$ cat config.mk
export PLATFORM = sky130hd
export DESIGN_NAME = lsu_mem_stage_flat
export DESIGN_NICKNAME = d
export VERILOG_FILES = /design/src/rtl/lsu_mem_stage_if.sv /design/src/rtl/lsu_mem_stage.sv /design/src/flat_wrapper.sv
export SDC_FILE = /design/constraint.sdc
export NUM_CORES = 1
export LEC_CHECK = 0
export ABC_AREA = 1
export CAP_MARGIN = 20
export CORE_MARGIN = 5
export CORE_UTILIZATION = 48
export CTS_CLUSTER_SIZE = 40
export DETAILED_ROUTE_END_ITERATION = 7
export PLACE_DENSITY = 0.89
export SYNTH_ARGS = -nofsm -noshare
export SYNTH_HDL_FRONTEND = slang
export SYNTH_SLANG_ARGS = --single-unit
$ cat constraint.sdc
create_clock -name clk -period 6.71 [get_ports clk]
set_input_delay 1.342 -clock clk [delete_from_list [all_inputs] [get_ports clk]]
set_output_delay 1.342 -clock clk [all_outputs]
set_load 0.03 [all_outputs]
$ cat src/rtl/lsu_mem_stage_if.sv
// Data-memory request bus between the load/store unit (master) and data memory (slave).
// One request is held at a time; the slave completes it with a single-cycle mem_ack.
interface lsu_mem_stage_if #(parameter int D_WIDTH = 32);
  logic               mem_req;
  logic               mem_we;
  logic [D_WIDTH-1:0] mem_addr;
  logic [3:0]         mem_be;
  logic [D_WIDTH-1:0] mem_wdata;
  logic               mem_ack;
  logic [D_WIDTH-1:0] mem_rdata;

  modport master (
    output mem_req, mem_we, mem_addr, mem_be, mem_wdata,
    input  mem_ack, mem_rdata
  );

  modport slave (
    input  mem_req, mem_we, mem_addr, mem_be, mem_wdata,
    output mem_ack, mem_rdata
  );
endinterface

$ cat src/rtl/lsu_mem_stage.sv
// Load/store unit: byte enables, store lane replication, load alignment/extension; LSU_MISALIGN_TRAP_EN traps misaligned ops.
// Latency: done 2 cycles after accept plus memory wait cycles (1 cycle for a trapped op); stall holds upstream until done.
module lsu_mem_stage #(
  parameter int D_WIDTH = 32
) (
  input  logic               clk,
  input  logic               rst,
  input  logic               valid_i,
  input  logic               memread,
  input  logic               memwrite,
  input  logic [2:0]         funct3,
  input  logic [D_WIDTH-1:0] addr,
  input  logic [D_WIDTH-1:0] wdata,
  output logic               stall,
  output logic               done,
  output logic [D_WIDTH-1:0] rdata_o,
  output logic               err,
  lsu_mem_stage_if.master    mem
);

  typedef enum logic [1:0] {IDLE, REQ, DONE} state_t;

  state_t             state, nxt;
  logic [D_WIDTH-1:0] addr_q, wdata_q, rdata_q;
  logic [2:0]         f3_q;
  logic               we_q;
  logic               accept;
  logic [3:0]         be;
  logic [D_WIDTH-1:0] lane_wdata, ld_val;
  logic [7:0]         rbyte;
  logic [15:0]        rhalf;

  assign accept  = (state == IDLE) && valid_i && (memread || memwrite);
  assign rdata_o = rdata_q;

`ifdef LSU_MISALIGN_TRAP_EN
  logic in_mis, mis_q;

  always_comb begin
    in_mis = 1'b0;
    case (funct3[1:0])
      2'b00:   in_mis = 1'b0;
      2'b01:   in_mis = addr[0];
      default: in_mis = |addr[1:0];
    endcase
  end

  assign err = (state == DONE) && mis_q;
`else
  assign err = 1'b0;
`endif

  always_ff @(posedge clk or posedge rst) begin
    if (rst) state <= IDLE;
    else     state <= nxt;
  end

  always_comb begin
    nxt   = state;
    stall = 1'b0;
    done  = 1'b0;
    case (state)
      IDLE: begin
        if (accept) begin
          stall = 1'b1;
`ifdef LSU_MISALIGN_TRAP_EN
          nxt   = in_mis ? DONE : REQ;
`else
          nxt   = REQ;
`endif
        end
      end
      REQ: begin
        stall = 1'b1;
        if (mem.mem_ack) nxt = DONE;
      end
      DONE: begin
        done = 1'b1;
        nxt  = IDLE;
      end
      default: nxt = IDLE;
    endcase
  end

  // Size decode on funct3[1:0]: 00 byte, 01 half, anything else word.
  always_comb begin
    be         = 4'b1111;
    lane_wdata = wdata_q;
    ld_val     = mem.mem_rdata;
    rbyte      = mem.mem_rdata[7:0];
    rhalf      = addr_q[1] ? mem.mem_rdata[31:16] : mem.mem_rdata[15:0];
    case (addr_q[1:0])
      2'b00:   rbyte = mem.mem_rdata[7:0];
      2'b01:   rbyte = mem.mem_rdata[15:8];
      2'b10:   rbyte = mem.mem_rdata[23:16];
      default: rbyte = mem.mem_rdata[31:24];
    endcase
    case (f3_q[1:0])
      2'b00: begin
        be         = 4'b0001 << addr_q[1:0];
        lane_wdata = {4{wdata_q[7:0]}};
        ld_val     = f3_q[2] ? {{(D_WIDTH-8){1'b0}}, rbyte} : {{(D_WIDTH-8){rbyte[7]}}, rbyte};
      end
      2'b01: begin
        be         = addr_q[1] ? 4'b1100 : 4'b0011;
        lane_wdata = {2{wdata_q[15:0]}};
        ld_val     = f3_q[2] ? {{(D_WIDTH-16){1'b0}}, rhalf} : {{(D_WIDTH-16){rhalf[15]}}, rhalf};
      end
      default: begin
        be         = 4'b1111;
        lane_wdata = wdata_q;
        ld_val     = mem.mem_rdata;
      end
    endcase
  end

  // Bus is driven only in REQ so a reset drops mem_req with the state register.
  always_comb begin
    mem.mem_req   = (state == REQ);
    mem.mem_we    = (state == REQ) && we_q;
    mem.mem_addr  = (state == REQ) ? {addr_q[D_WIDTH-1:2], 2'b00} : '0;
    mem.mem_be    = (state == REQ) ? be : 4'b0000;
    mem.mem_wdata = (state == REQ) ? lane_wdata : '0;
  end

  always_ff @(posedge clk or posedge rst) begin
    if (rst) begin
      addr_q  <= '0;
      wdata_q <= '0;
      rdata_q <= '0;
      f3_q    <= 3'b000;
      we_q    <= 1'b0;
`ifdef LSU_MISALIGN_TRAP_EN
      mis_q   <= 1'b0;
`endif
    end else begin
      if (accept) begin
        addr_q  <= addr;
        wdata_q <= wdata;
        f3_q    <= funct3;
        we_q    <= memwrite;
`ifdef LSU_MISALIGN_TRAP_EN
        mis_q   <= in_mis;
        if (in_mis) rdata_q <= '0;
`endif
      end
      if ((state == REQ) && mem.mem_ack && !we_q) rdata_q <= ld_val;
    end
  end

endmodule

$ cat src/flat_wrapper.sv
// flat-port wrapper written by rule: the top's interface ports become plain ports
module lsu_mem_stage_flat 
#(
  parameter int D_WIDTH = 32
)
  (clk, rst, valid_i, memread, memwrite, funct3, addr, wdata, stall, done, rdata_o, err, mem_mem_req, mem_mem_we, mem_mem_addr, mem_mem_be, mem_mem_wdata, mem_mem_ack, mem_mem_rdata);
  lsu_mem_stage_if #(.D_WIDTH(D_WIDTH)) mem_i ();
  input  logic clk;
  input  logic rst;
  input  logic valid_i;
  input  logic memread;
  input  logic memwrite;
  input  logic [2:0] funct3;
  input  logic [D_WIDTH-1:0] addr;
  input  logic [D_WIDTH-1:0] wdata;
  output logic stall;
  output logic done;
  output logic [D_WIDTH-1:0] rdata_o;
  output logic err;
  output wire logic [$bits(mem_i.mem_req)-1:0] mem_mem_req;
  output wire logic [$bits(mem_i.mem_we)-1:0] mem_mem_we;
  output wire logic [$bits(mem_i.mem_addr)-1:0] mem_mem_addr;
  output wire logic [$bits(mem_i.mem_be)-1:0] mem_mem_be;
  output wire logic [$bits(mem_i.mem_wdata)-1:0] mem_mem_wdata;
  input wire logic [$bits(mem_i.mem_ack)-1:0] mem_mem_ack;
  input wire logic [$bits(mem_i.mem_rdata)-1:0] mem_mem_rdata;
  assign mem_mem_req = mem_i.mem_req;
  assign mem_mem_we = mem_i.mem_we;
  assign mem_mem_addr = mem_i.mem_addr;
  assign mem_mem_be = mem_i.mem_be;
  assign mem_mem_wdata = mem_i.mem_wdata;
  assign mem_i.mem_ack = mem_mem_ack;
  assign mem_i.mem_rdata = mem_mem_rdata;
  lsu_mem_stage #(.D_WIDTH(D_WIDTH)) u_core (.clk(clk), .rst(rst), .valid_i(valid_i), .memread(memread), .memwrite(memwrite), .funct3(funct3), .addr(addr), .wdata(wdata), .stall(stall), .done(done), .rdata_o(rdata_o), .err(err), .mem(mem_i));
endmodule
==> metrics.md <==
| Metric | Value |
|---|---|
| Sequential cell area | ~2600 um^2 |
| Initial Util | 49.0% |
| Die height | 118 um |
| Critical-path top delay cell | dfrtp_1 |
| Post-synthesis register bit count | about 100 |
| Final min period | approximately 4.5 ns |
| Hold Path Depth | 2 |
| Syn Inst Count | a little under 800 |
| Worst Path Buf+Inv | 2 |
| Post-synth top flop | dfrtp_1 |
| GR Overflow Total | 0 |
| IO Pins | 210 |
| Path category of the worst min-delay check | register to register |
| Static leakage | about 0.0040 uW |
| Register area share after synthesis | between 40% and 50% |
| Syn avg cell area | between 7 and 8 um^2 |
| Crit-path cells | inv_4 -> nand2_2 -> o22ai_1 -> nor3_1 -> clkdlybuf4s50_1 |
| Initial antenna violation count | 0 |
| Number of nets in the layout | between 1,000 and 1,500 |
| # setup viols final | 0 |
| Vias in the first global route | around 5,400 |
| Detail Placement HPWL | between 10 and 15 mm |
| Reg-to-reg endpoint | u_core.rdata_o[29] |
| WP data arrival | 3.17 ns |
| Post-synth ARST share | 100% |
| Mapped cell area | 5600 um^2 |
| # rows | 39 |
| Multi-input gate area | around 2300 um^2 |
| Tcrit/Tclk final | about two thirds |
| DR pass1 iterations | 5 |
| Area leader, netlist | dfrtp_1 |
| Clk_skew | about 0.007 ns |
| Slack of the critical path | between 2 and 2.5 ns |
| Placed instance area | 7660 um^2 |
| Status | finished clean |
| Pins Over Slew Limit | 0 |
| Count leader, synth | nand2_1 |
| DR top layer | met4 |
| Largest cells by area after synthesis | dfrtp_1 46%, nand2_1 12%, inv_1 9.8% |
| Core Util, Final | approximately 70% |
| DR WL met2 | slightly below 8 mm |
| Synth top area share | about 46% |
| Synth Warn # | 0 |
| Post-CTS setup buffer count | 0 |
| Slowest cell delay on critical path | 1.00 ns |
| Vias | between 5,000 and 6,000 |
| Family with the most delay on the worst path | buffers and inverters |
| Pwr Density | 395 nW/um^2 |
| Share of layout cells above drive strength 1 | slightly below 7% |
| Met1 WL | about 6.8 mm |
| Synth top cells by count | 173 x nand2_1, 146 x inv_1, 102 x dfrtp_1, 100 x o21ai_0, 81 x nor2_1 |
| Crit Path Class | register to primary output |
| Levels on crit path | 5 |
| Worst EP required | about 5.4 ns |
| Peak VDD IR | about 250 uV |
| Crit end category | primary output |
| FF-to-FF Start | u_core.f3_q[1] |
| Netlist cell types | 30 |
| Chip width | ~120 um |
| Fmax | around 0.22 GHz |
| Vias per cell | about 5 |
| Crit path max fanout | 34 |
| Reg-to-reg slack, setup | between 4 and 5 ns |
| CTS Root Cell | clkbuf_16 |
| Inserted Clock Buffers | 9 |
| Slew HR | between 30% and 40% |
| DRT antenna net count | 0 |
| Setup repair after global routing missed its margin | false |
| # clock sinks | 102 |
| Clk_lat worst skew | approximately 0.34 ns |
| Critical Path Source Type | register |
| Final RePlAce weighted congestion | 0.926 |
| Area delta synth->final | 42.5% |
| Hold-fix buffers at CTS | 0 |
| H-tree Lvls | 3 |
| CTS resizes | 0 |
| Full die area | roughly 14,000 um^2 |
| Post-synth EDFFs | 0 |
| FF-to-FF path depth | 7 |
| WL/cell | around 15 um |
| Clock-pin transition on the worst setup and hold timing paths | around 0.07 ns |
| Design Area, Final | between 7000 and 8000 um^2 |
| Worst slew pin tran | approximately 1.0 ns |
| GRT Total Usage | 23.9% |
| Setup TNS Final | 0 ns |
| Core area | between 10,000 and 15,000 um^2 |
| Largest net degree at the start of global routing | between 100 and 150 |
| CTS tree | built |
| DP Worst Slack | between 2 and 3 ns |
| DR iter-0 viols | ~510 |
| Max-Cap Viols | 0 |
| Drt drc | 0 |
| Worst Min Path Start | u_core.rdata_o[11] |
| Final hold violation count | 0 |
| First-pass GRT wire length | approximately 27 mm |
| Port-buffer cells | approximately 210 |
| Filler cells | approximately 900 |
| Hold Path End | u_core.rdata_o[11] |
| Wire length on met3 | around 1.7 mm |
| Antenna cells | 0 |
| CTS Buffer Depth | 2 |
| Total wire length | 16.9 mm |
==> report_power, final <==
| group | switching, uW | total, uW | internal (uW) |
|---|---|---|---|
| Combinational | 977 | 1610 | 630 |
| Clock | 244 | 512 | 268 |
| Sequential | 184 | 1030 | 845 |
| Total | 1400 | 3150 | 1740 |
==> metrics by stage <==
stage / instances / hold slack [ns] / total power [uW]
6_report: 1105 / 0.478 / 3150
5_1_grt: 1105 / 0.497 / 3350
4_1_cts: 1104 / 0.483 / 3150
3_5_place_dp: 1088 / 0.465 / 2630
3_3_place_gp: 1088 / 0.462 / 2590
2_1_floorplan: 779 / 0.448 / 2020
==> registers in the layout, indices dropped and copies added (netlist names) <==
register        count
u_core.rdata_o     32
u_core.addr_q      32
u_core.f3_q         3
u_core.we_q         1
u_core.state        2
u_core.wdata_q     32
==> metal layers <==
metal  vias to the layer above  global-route usage (%)
met3                        39                    7.54
li1                       2730                       -
met1                      2498                    29.9
met5                         -                       0
met2                       262                    38.4
met4                         0                    9.53
==> cell type report <==
| class | count | area share [%] |
|---|---|---|
| Multi-Input combinational cell | 482 | 28.4 |
| Clock inverter | 6 | 0.627 |
| Sequential cell | 102 | 32.0 |
| Timing Repair Buffer | 211 | 26.6 |
| Tap cell | 143 | 2.24 |
| Inverter | 151 | 7.17 |
| Clock buffer | 10 | 3.00 |
==> cells in the final DEF (no fill, tap or decap), drive strengths merged <==
cell type	n
clkinvlp	1
dfrtp	102
a21oi	41
nand2	176
conb	3
nor3	3
o21ai	104
clkbuf	10
o22ai	8
and3	1
clkdlybuf4s50	206
o2111ai	1
clkinv	2
inv	154
nand3	41
or2	17
nor2	87
buf	5
==> tightest hold or removal path, stage by stage, from the launching register on <==
cell     delay, ns
dfrtp_1       0.34
nand2_1       0.05
nand2_1       0.05
==> logic make-up after synthesis <==
group	count (synthesis)	synth area share [%]
simple gates	325	25.9
buf+inv	195	14.4
compound gates	154	14.1
flops	102	45.6
other cells	1	0.0670
==> how the worst max path moves through the flow <==
stage | start | to
after floorplan | rst | u_core.addr_q[0]
after global placement | memwrite | stall
after detailed placement | memwrite | stall
after CTS | u_core.f3_q[1] | mem_mem_wdata[15]
after global routing | u_core.f3_q[1] | mem_mem_wdata[15]
final | u_core.f3_q[1] | mem_mem_wdata[15]
No activity file was read; power rests on OpenSTA's default activity.
